==> src/rtl/cpu_bus_arbiter.sv <==
// cpu_bus_arbiter: merges the CPU ibus and dbus onto one registered
// memory bus, round-robin, one transaction at a time, with a watchdog.
//
// Ports:
//   i_clock, i_reset_n          clock, async active-low reset
//   i_ibus_* / o_ibus_*         fetch master (read only)
//   i_dbus_* / o_dbus_*         data master (read/write, byte mask)
//   o_bus_* / i_bus_*           shared downstream bus, all outputs registered
//   o_timeout                   sticky watchdog fault
//   o_grant_dbus                current/last grant went to dbus
module cpu_bus_arbiter #(
  parameter int unsigned TIMEOUT_CYCLES = 1024,
  parameter logic [31:0] TIMEOUT_RDATA  = 32'h0000_0000
) (
  input  logic        i_clock,
  input  logic        i_reset_n,
  input  logic        i_ibus_request,
  output logic        o_ibus_ready,
  input  logic [31:0] i_ibus_address,
  output logic [31:0] o_ibus_rdata,
  input  logic        i_dbus_rw,
  input  logic        i_dbus_request,
  output logic        o_dbus_ready,
  input  logic [31:0] i_dbus_address,
  output logic [31:0] o_dbus_rdata,
  input  logic [31:0] i_dbus_wdata,
  input  logic [3:0]  i_dbus_wmask,
  output logic        o_bus_rw,
  output logic        o_bus_request,
  input  logic        i_bus_ready,
  output logic [31:0] o_bus_address,
  input  logic [31:0] i_bus_rdata,
  output logic [31:0] o_bus_wdata,
  output logic [3:0]  o_bus_wmask,
  output logic        o_timeout,
  output logic        o_grant_dbus
);

  localparam int unsigned CW =
    (TIMEOUT_CYCLES > 1) ? $clog2(TIMEOUT_CYCLES + 1) : 1;
  // Counter value on the last wait cycle before the fault fires.
  localparam logic [CW-1:0] CNT_LAST = CW'(TIMEOUT_CYCLES - 1);

  typedef enum logic [1:0] {
    IDLE,
    BUS,
    RESPOND
  } state_t;

  state_t        state, state_d;
  logic          last_dbus, last_dbus_d;
  logic [CW-1:0] count, count_d;

  logic          bus_request_d;
  logic          bus_rw_d;
  logic [31:0]   bus_address_d;
  logic [31:0]   bus_wdata_d;
  logic [3:0]    bus_wmask_d;
  logic          ibus_ready_d;
  logic          dbus_ready_d;
  logic [31:0]   ibus_rdata_d;
  logic [31:0]   dbus_rdata_d;
  logic          timeout_d;
  logic          grant_dbus_d;

  logic          pick_dbus;
  logic          finish;
  logic [31:0]   ret_data;

  always_comb begin
    state_d       = state;
    last_dbus_d   = last_dbus;
    count_d       = count;
    bus_request_d = o_bus_request;
    bus_rw_d      = o_bus_rw;
    bus_address_d = o_bus_address;
    bus_wdata_d   = o_bus_wdata;
    bus_wmask_d   = o_bus_wmask;
    ibus_ready_d  = 1'b0;
    dbus_ready_d  = 1'b0;
    ibus_rdata_d  = o_ibus_rdata;
    dbus_rdata_d  = o_dbus_rdata;
    timeout_d     = o_timeout;
    grant_dbus_d  = o_grant_dbus;
    pick_dbus     = 1'b0;
    finish        = 1'b0;
    ret_data      = i_bus_rdata;

    unique case (state)
      IDLE: begin
        if (i_ibus_request || i_dbus_request) begin
          // On a tie, whoever did not win last time goes first.
          pick_dbus = i_dbus_request &&
                      (!i_ibus_request || !last_dbus);
          last_dbus_d   = pick_dbus;
          grant_dbus_d  = pick_dbus;
          count_d       = '0;
          bus_request_d = 1'b1;
          state_d       = BUS;
          if (pick_dbus) begin
            bus_address_d = i_dbus_address;
            bus_rw_d      = i_dbus_rw;
            bus_wdata_d   = i_dbus_wdata;
            bus_wmask_d   = i_dbus_wmask;
          end else begin
            bus_address_d = i_ibus_address;
            bus_rw_d      = 1'b0;
            bus_wdata_d   = '0;
            bus_wmask_d   = '0;
          end
        end
      end

      BUS: begin
        // Slave ready beats the watchdog on the same cycle.
        if (i_bus_ready) begin
          finish = 1'b1;
        end else if (TIMEOUT_CYCLES != 0) begin
          if (count == CNT_LAST) begin
            finish    = 1'b1;
            ret_data  = TIMEOUT_RDATA;
            timeout_d = 1'b1;
          end else begin
            count_d = count + 1'b1;
          end
        end
        if (finish) begin
          bus_request_d = 1'b0;
          state_d       = RESPOND;
          if (o_grant_dbus) begin
            dbus_ready_d = 1'b1;
            // Writes leave the last read value in place.
            if (!o_bus_rw) dbus_rdata_d = ret_data;
          end else begin
            ibus_ready_d = 1'b1;
            ibus_rdata_d = ret_data;
          end
        end
      end

      RESPOND: state_d = IDLE;

      default: state_d = IDLE;
    endcase
  end

  always_ff @(posedge i_clock or negedge i_reset_n) begin
    if (!i_reset_n) begin
      state         <= IDLE;
      last_dbus     <= 1'b1;
      count         <= '0;
      o_bus_request <= 1'b0;
      o_bus_rw      <= 1'b0;
      o_bus_address <= '0;
      o_bus_wdata   <= '0;
      o_bus_wmask   <= '0;
      o_ibus_ready  <= 1'b0;
      o_dbus_ready  <= 1'b0;
      o_ibus_rdata  <= '0;
      o_dbus_rdata  <= '0;
      o_timeout     <= 1'b0;
      o_grant_dbus  <= 1'b0;
    end else begin
      state         <= state_d;
      last_dbus     <= last_dbus_d;
      count         <= count_d;
      o_bus_request <= bus_request_d;
      o_bus_rw      <= bus_rw_d;
      o_bus_address <= bus_address_d;
      o_bus_wdata   <= bus_wdata_d;
      o_bus_wmask   <= bus_wmask_d;
      o_ibus_ready  <= ibus_ready_d;
      o_dbus_ready  <= dbus_ready_d;
      o_ibus_rdata  <= ibus_rdata_d;
      o_dbus_rdata  <= dbus_rdata_d;
      o_timeout     <= timeout_d;
      o_grant_dbus  <= grant_dbus_d;
    end
  end

endmodule
==> config.mk <==
export PLATFORM = sky130hd
export DESIGN_NAME = cpu_bus_arbiter
export DESIGN_NICKNAME = d
export VERILOG_FILES = /design/src/rtl/cpu_bus_arbiter.sv
export SDC_FILE = /design/constraint.sdc
export NUM_CORES = 1
export LEC_CHECK = 0
export CORE_ASPECT_RATIO = 1.25
export CORE_MARGIN = 5
export CORE_UTILIZATION = 45
export DETAILED_ROUTE_END_ITERATION = 16
export PLACE_DENSITY = 0.86
export SYNTH_ARGS = -nofsm -noshare
export SYNTH_HDL_FRONTEND = slang
export SYNTH_SLANG_ARGS = --single-unit
export TNS_END_PERCENT = 10
==> constraint.sdc <==
create_clock -name i_clock -period 3.6 [get_ports i_clock]
set_clock_uncertainty 0.1 [all_clocks]
set_input_delay 0.72 -clock i_clock [delete_from_list [all_inputs] [get_ports i_clock]]
set_output_delay 0.72 -clock i_clock [all_outputs]
set_load 0.02 [all_outputs]
Yosys cells after proc, flatten, opt, wreduce, memory -nomap -nowiden
Cells that the tools add are included.

cells by class
  add/subtract/negate cells = 1
  $mul = 0
  divide/modulo/power cells = 0
  order comparisons = 0
  equality and inequality tests = 6
  shift-type cells = 0
  multiplexer cells = 25
  bitwise operators = 3
  reductions and logical operators = 14

operator list
  cell                                                                     number
  32-bit two-way mux                                                       4
  11-bit two-way mux                                                       3
  11-bit case mux with 2 select lines                                      1
  1-bit two-way mux                                                        12
  11-bit by 1-bit adder with 11-bit output, second input constant          1
  11-bit by 10-bit equality test with 1-bit output, second input constant  1
  3-bit AND reduction                                                      3
  2-bit inequality test, second input constant                             4
  4-bit AND reduction                                                      2
  2-bit two-way mux                                                        2
  4-bit two-way mux                                                        1
  2-bit case mux with 2 select lines                                       1
  2-bit AND reduction                                                      2
  1-bit NOT                                                                3
  2-bit by 1-bit equality test with 1-bit output, second input constant    1
  1-bit zero test                                                          2
  2-bit zero test                                                          1
  1-bit logical OR                                                         2
  1-bit case mux with 2 select lines                                       1
  2-bit nonzero test                                                       1
  1-bit logical AND                                                        1

word-level totals
  flip-flop bits (word level) = 152
  latch bits = 0
  memory bits (writable) = 0
  ROM bits = 0
  input port bits = 138
  output and inout port bits = 138
  logic and storage cells = 63
  memories = 0

Logic depth before layout (Yosys ltp)
Gate-level depths: netlist of run 1.

  depth after elaboration = 6
  depth in mapped cells = 6

Worst setup path before layout of run 1
Ideal clock, no wire load.

  kind = input-to-reg
  start point = input port i_dbus_request
  end point = register o_bus_wdata[13]
  arrival = 1.799 ns
  setup slack = 1.635 ns
  stages = 6
  path buffers = 3
  cell sequence = a21boi_0 -> clkbuf_1 -> nor2b_1 -> buf_2 -> buf_2 -> a22o_1

on the way
  longest elaborated chain between the ends = 2

ends and longest elaborated chain
  item                                                       RTL line  text
  start, declared                                            22        input logic i_dbus_request,
  1-bit logical AND or 1-bit logical OR (tied branches)      93, 91
  32-bit two-way mux or 2-bit AND reduction (tied branches)  n/a
  end signal, assigned                                       170       o_bus_wdata <= bus_wdata_d;
  end, declared                                              33        output logic [31:0] o_bus_wdata,

Several ways; a longest one is shown, not always the timed one.
A chain may end at the register's enable or synchronous reset.

Worst setup path in the final report of run 1
  start point = register count[0]
  end point = register o_ibus_rdata[2]

on the way
  longest elaborated chain between the ends = 5

ends and longest elaborated chain
  item                                                  RTL line  text
  start, declared                                       52        logic [CW-1:0] count, count_d;
  start signal, assigned                                166       count <= count_d;
  11-bit by 10-bit equality test with 1-bit output (*)  119       if (count == CNT_LAST) begin
  1-bit two-way mux                                     119
  1-bit two-way mux                                     116       if (i_bus_ready) begin
  1-bit two-way mux                                     89        unique case (state)
  3-bit AND reduction (no source line)                  n/a
  end signal, assigned                                  174       o_ibus_rdata <= ibus_rdata_d;
  end, declared                                         20        output logic [31:0] o_ibus_rdata,

Mark *: on every way between the ends. The rest lies on a longest branch, timed or not. The select of a mux whose other input is x is not followed.

==> key figures, run 1 <==
Placed design
  • Dpl cells: 877
  • Final RePlAce weighted congestion: 0.850
  • Hpwl dp: 13200 um
  • # port buffers: 275
  • Dpl cell area: 0.00885 mm2
  • Dpl ws: 944 ps

Route
  • Number of DRC markers in iteration 0: 317
  • Post-Route WL: 18300 um
  • DR vias: 5026
  • Vias per cell: 5.53
  • DR DRC count: 0
  • Router iterations before antenna repair: 4
  • ANT nets after route: 0
  • WL/cell: 20.2 um

Layout
  • FF/Latch Area: 0.00380 mm2
  • Final instance area: 0.00943 mm2
  • Footprint of the multi-input gates: 0.00196 mm2
  • Layout cell share with drive strength beyond 1: 7.18%
  • Layout Cells excl Fill: 909
  • Final Util: 71.9%
  • Fin nets: 864
  • Layout area overhead: 58.3%
  • Filler cell count: 855
  • # diodes: 0

STA
  • Setup tns final: 0 ps
  • Worst slew margin: 38.6%
  • Fin. max-slew vios: 0
  • Final hold vios: 0
  • Fmax: 433 MHz
  • Tmin final: 2310 ps
  • RSZ-0062 raised after global routing: no
  • Final Worst Setup Slack: 1290 ps
  • Final Setup Violations: 0
  • Final period utilization: 64.1%
  • Least-Margin Pin Slew: 918 ps

CTS
  • CTS Hold Bufs: 0
  • H-tree levels: 4
  • Post-cts sizing count: 0
  • Clock latency on the worst-skew pair: 400 ps
  • CTS Root Cell: clkbuf_16
  • Bufs on Longest Clock Path: 2
  • CTS tree: built
  • Clock transition at path regs: 60 ps
  • Clk sink count: 152
  • Number of buffers created by CTS: 17
  • Number of setup buffers added after CTS: 0

Floorplan
  • Die area: 0.0157 mm2
  • Chip height: 139 um
  • Number of top-level pins: 276
  • FP Rows: 47
  • Initial Util: 45.4%
  • Chip Width: 113 um
  • Core ar.: 0.0131 mm2

Synth
  • Synth warnings: 0
  • Syn_nets: 596
  • Cells after Synth: 457
  • Ys flop type: dfrtp_1
  • Top cell type's share of synthesized area: 63.4%
  • Number of flops mapped to enable cells by yosys: 0
  • Synthesized flop and latch total: 152
  • Post-synthesis cell area: 0.00596 mm2
  • Post-synth top area cell: dfrtp_1
  • Synth top area cells: dfrtp_1, a22o_1, mux2i_1
  • Synth unique cells: 39
  • Ys async rst share: 100%
  • Avg Cell Area, Syn: 13.0 um2
  • Sequential fraction of the synthesis area: 63.8%
  • Top-count cell post-synth: dfrtp_1
  • Commonest cells post-synth: dfrtp_1, a22o_1, nand2_1

Setup path
  • Critical path class: reg -> reg
  • CP cell instances: ha_1, nand4_2, nor4_4, o21ai_4, a22o_1
  • CP Launch Type: flop
  • Crit Path Max Fanout: 33
  • Crit path capture type: flop
  • Delay of the slowest critical-path stage: 500 ps
  • Worst Path Required: 3780 ps
  • Critical path arrival: 2490 ps
  • Worst reg-to-reg setup slack: 1290 ps
  • Slowest library cell on the worst path: nor4_4

Global routing
  • Initial antenna violation count: 0
  • Total GRT Usage: 23.1%
  • Largest net degree at the start of global routing: 94
  • Vias in the first global route: 5362
  • Total gr overflow: 0
  • First-pass GRT wire length: 29000 um

Hold path
  • Hold Crit Class: in -> async

Power and ir drop
  • Leakage power: 4.18 nW
  • Power Dens Cells: 926 mW/mm2
  • VDD IR max: 0.496 mV

Outcome
  • Status: complete, no violations

Run
  • Max cap viols: 0
-- path summary, 6_finish.rpt --
check,startpoint,end,cells past startpoint
hold reg to reg,o_bus_address[26],o_bus_address[26],2
setup reg to reg,count[0],o_ibus_rdata[2],5
min in group i_clock,o_bus_address[26],o_bus_address[26],2
hold / removal,i_reset_n,o_dbus_rdata[12],1
max in group asynchronous,i_reset_n,o_dbus_rdata[22],2
setup / recovery,count[0],o_ibus_rdata[2],5
-- worst max-delay path, delay by kind of cell, from the launching register on --
family          cells  cell delay (ps)
fa+ha+maj           1              290
flops               1              400
compound gates      2              690
simple gates        2              700
-- where the power goes --
| group | switching [W] | internal, W |
|---|---|---|
| sequential | 0.000510 | 0.00249 |
| clock | 0.000713 | 0.00102 |
| combinational | 0.00203 | 0.00198 |
| total | 0.00325 | 0.00549 |
-- flip-flops by register name, indices dropped and copies added, names as in the netlist --
signal / count
o_bus_rw: 1
state: 2
o_ibus_rdata: 32
o_timeout: 1
o_dbus_ready: 1
o_grant_dbus: 1
o_bus_address: 32
o_ibus_ready: 1
o_bus_request: 1
last_dbus: 1
count: 11
o_dbus_rdata: 32
o_bus_wdata: 32
o_bus_wmask: 4
-- cell usage in the layout (no fill, tap or decap), drive strengths merged, types with 5 or more instances in the layout --
master	count
a22o	101
buf	9
clkbuf	21
clkdlybuf4s50	274
clkinvlp	5
dfrtp	151
inv	12
mux2i	33
nand2	36
nand3	5
nor2	6
nor3	5
o21ai	40
-- cells by family after synthesis --
family | count (synthesis) | share of synthesized area (%)
adder cells (fa/ha/maj) | 1 | 0.210
AO/OA/AOI/OAI | 160 | 20.9
flip-flops | 152 | 63.8
multiplexers | 33 | 5.54
buffers and inverters | 42 | 3.65
AND/OR/NAND/NOR | 69 | 5.84
-- per-stage QoR --
step / hold slack (ps) / power, W
after floorplan: 324 / 0.00495
after global placement: 339 / 0.00687
after detailed placement: 370 / 0.00701
after CTS: 327 / 0.00881
after global routing: 353 / 0.00919
final: 297 / 0.00874
-- routing by layer --
metal / global-route usage, % / vias to the layer above / share of wire, %
met2: 39.8 / 279 / 50
li1: - / 2237 / -
met4: 6.39 / 0 / 2.0
met3: 6.11 / 25 / 8.4
met1: 28.7 / 2485 / 39
met5: 0 / - / 0
-- cell type report --
type | count | area share, %
Sequential cell | 152 | 40.3
Timing Repair Buffer | 283 | 30.1
Clock buffer | 21 | 4.99
Inverter | 8 | 0.318
Tap cell | 171 | 2.27
Multi-Input combinational cell | 263 | 20.8
Clock inverter | 11 | 1.21
No activity file was read; power rests on OpenSTA's default activity.
==> run 2: changes to the inputs <==
--- a/config.mk
+++ b/config.mk
@@ -7,9 +7,9 @@
 export LEC_CHECK = 0
 export CORE_ASPECT_RATIO = 1.25
 export CORE_MARGIN = 5
-export CORE_UTILIZATION = 45
+export CORE_UTILIZATION = 37
 export DETAILED_ROUTE_END_ITERATION = 16
-export PLACE_DENSITY = 0.86
+export PLACE_DENSITY = 0.76
 export SYNTH_ARGS = -nofsm -noshare
 export SYNTH_HDL_FRONTEND = slang
 export SYNTH_SLANG_ARGS = --single-unit
==> constraint.sdc (replaced) <==
create_clock -name i_clock -period 1.9 [get_ports i_clock]
set_clock_uncertainty 0.1 [all_clocks]
set_input_delay 0.38 -clock i_clock [delete_from_list [all_inputs] [get_ports i_clock]]
set_output_delay 0.38 -clock i_clock [all_outputs]
set_load 0.02 [all_outputs]
==> run 2 against run 1 <==
The run now ends with negative setup slack left. Routed wire length rose by 2.3%. Largest power group unchanged. Critical endpoint is now o_ibus_rdata[31]. Clock-buffer cell count shrank 1. Critical path depth up 2.
==> key figures, run 2 (same netlist as run 1, synthesis figures left out) <==
Setup path
  • Worst Path Required: 2090 ps
  • CP Launch Type: flop
  • Crit path capture type: flop
  • Reg-to-reg startpoint: count[1]
  • Critical path arrival: 2100 ps
  • Worst setup path start: count[1]
  • Crit Path Max Fanout: 8
  • Critical path class: reg -> reg

Layout
  • Footprint of the multi-input gates: 0.00200 mm2
  • Most frequent cells in the layout: clkdlybuf4s50_1, dfrtp_1, a22o_1, dlymetal6s2s_1, nand2_1
  • Fin nets: 894
  • Most common cell after layout, fill and taps aside: clkdlybuf4s50_1
  • Layout Cells excl Fill: 984
  • Filler cell count: 1234
  • FF/Latch Area: 0.00380 mm2
  • Layout cell share with drive strength beyond 1: 10.8%
  • # diodes: 0
  • Final Util: 62.5%
  • Layout area overhead: 67.9%

Route
  • Post-Route WL: 18800 um
  • DR vias: 4999
  • Number of DRC markers in iteration 0: 223
  • DR DRC count: 0
  • WL/cell: 19.1 um
  • Router iterations before antenna repair: 4
  • ANT nets after route: 0
  • Vias per cell: 5.08

STA
  • Final Setup Violations: 4
  • Least-Margin Pin Slew: 419 ps
  • Setup tns final: -22.7 ps
  • Final hold vios: 0
  • Fmax: 524 MHz
  • RSZ-0062 raised after global routing: yes
  • Fin. max-slew vios: 0
  • Final Worst Setup Slack: -9.91 ps
  • Final period utilization: 101%
  • Worst slew margin: 72.0%
  • Tmin final: 1910 ps

Floorplan
  • Die area: 0.0188 mm2
  • Chip Width: 124 um
  • Chip height: 152 um
  • Core ar.: 0.0160 mm2
  • Initial Util: 37.2%
  • Number of top-level pins: 276
  • FP Rows: 52

CTS
  • H-tree levels: 4
  • CTS tree: built
  • Number of buffers created by CTS: 17
  • CTS Root Cell: clkbuf_16
  • Clock latency on the worst-skew pair: 400 ps
  • Bufs on Longest Clock Path: 2
  • Clk sink count: 152
  • Clock transition at path regs: 60 ps

Placed design
  • Dpl ws: -108 ps
  • Hpwl dp: 13400 um
  • # port buffers: 275
  • Final RePlAce weighted congestion: 0.873
  • Dpl cells: 943

Global routing
  • Vias in the first global route: 5257
  • Largest net degree at the start of global routing: 61
  • Total gr overflow: 0
  • Total GRT Usage: 18.7%
  • Initial antenna violation count: 0
  • First-pass GRT wire length: 27800 um

Outcome
  • Failing checks: negative setup slack
  • Status: complete, but fails checks

Power and ir drop
  • VDD IR max: 0.780 mV
  • Leakage power: 5.33 nW
  • Power after layout: 0.0165 W
  • Power Dens Cells: 1650 mW/mm2

Hold path
  • Hold Crit Class: in -> async

Run
  • Max cap viols: 0
-- run 2: area by class of cell --
cell class                 instances  area share (%)
clock buffer                      20            4.36
tap                              216            2.70
clock inverter                    12           0.938
inverter                           8           0.325
multi-input combinational        263            20.0
timing repair buffer             313            33.7
sequential                       152            38.0
-- run 2: critical path, stage by stage, from the launching register on --
cell       delay (ps)
dfrtp_1           390
ha_4              170
nand4_4           120
nor4_4            320
buf_4             170
o21ai_4           100
clkbuf_16         190
a22o_1            230
-- run 2: report_power, final --
group	total (W)	switching [W]	internal (W)
Combinational	0.00784	0.00399	0.00385
Clock	0.00304	0.00135	0.00169
Sequential	0.00562	0.000912	0.00471
-- run 2: repair_timing --
action                                  CTS  global route
gates cloned                              0             3
buffers inserted                          0             6
gates resized for setup                  21            74
pin swaps                                 1            29
hold buffers                              1             0
endpoints found under the setup margin   29            76
hold endpoints to repair                 36             0
-- run 2: worst paths after layout --
check,depth (start not counted),slack [ps],end
max in group asynchronous,3,690,o_dbus_rdata[23]
worst max register to register,7,-10,o_ibus_rdata[31]
min in group i_clock,2,370,o_bus_address[14]
worst max-delay path,7,-10,o_ibus_rdata[31]
worst min-delay path,2,370,o_ibus_rdata[6]
worst min register to register,2,370,o_bus_address[14]
-- run 2: through the flow --
step / hold slack (ps) / area, um2
3_5_place_dp: 226 / 9180
3_3_place_gp: 221 / 9180
5_1_grt: 385 / 10000
2_1_floorplan: -15.6 / 5960
6_report: 372 / 10000
4_1_cts: 359 / 9710
-- run 2: metal layers --
metal | global-route usage, % | vias to the layer above | routed length (um)
met2 | 30.2 | 266 | 9200
met1 | 23.7 | 2413 | 7520
met3 | 6.10 | 24 | 1710
met4 | 6.07 | 0 | 347
li1 | - | 2296 | -
met5 | 0 | - | 0
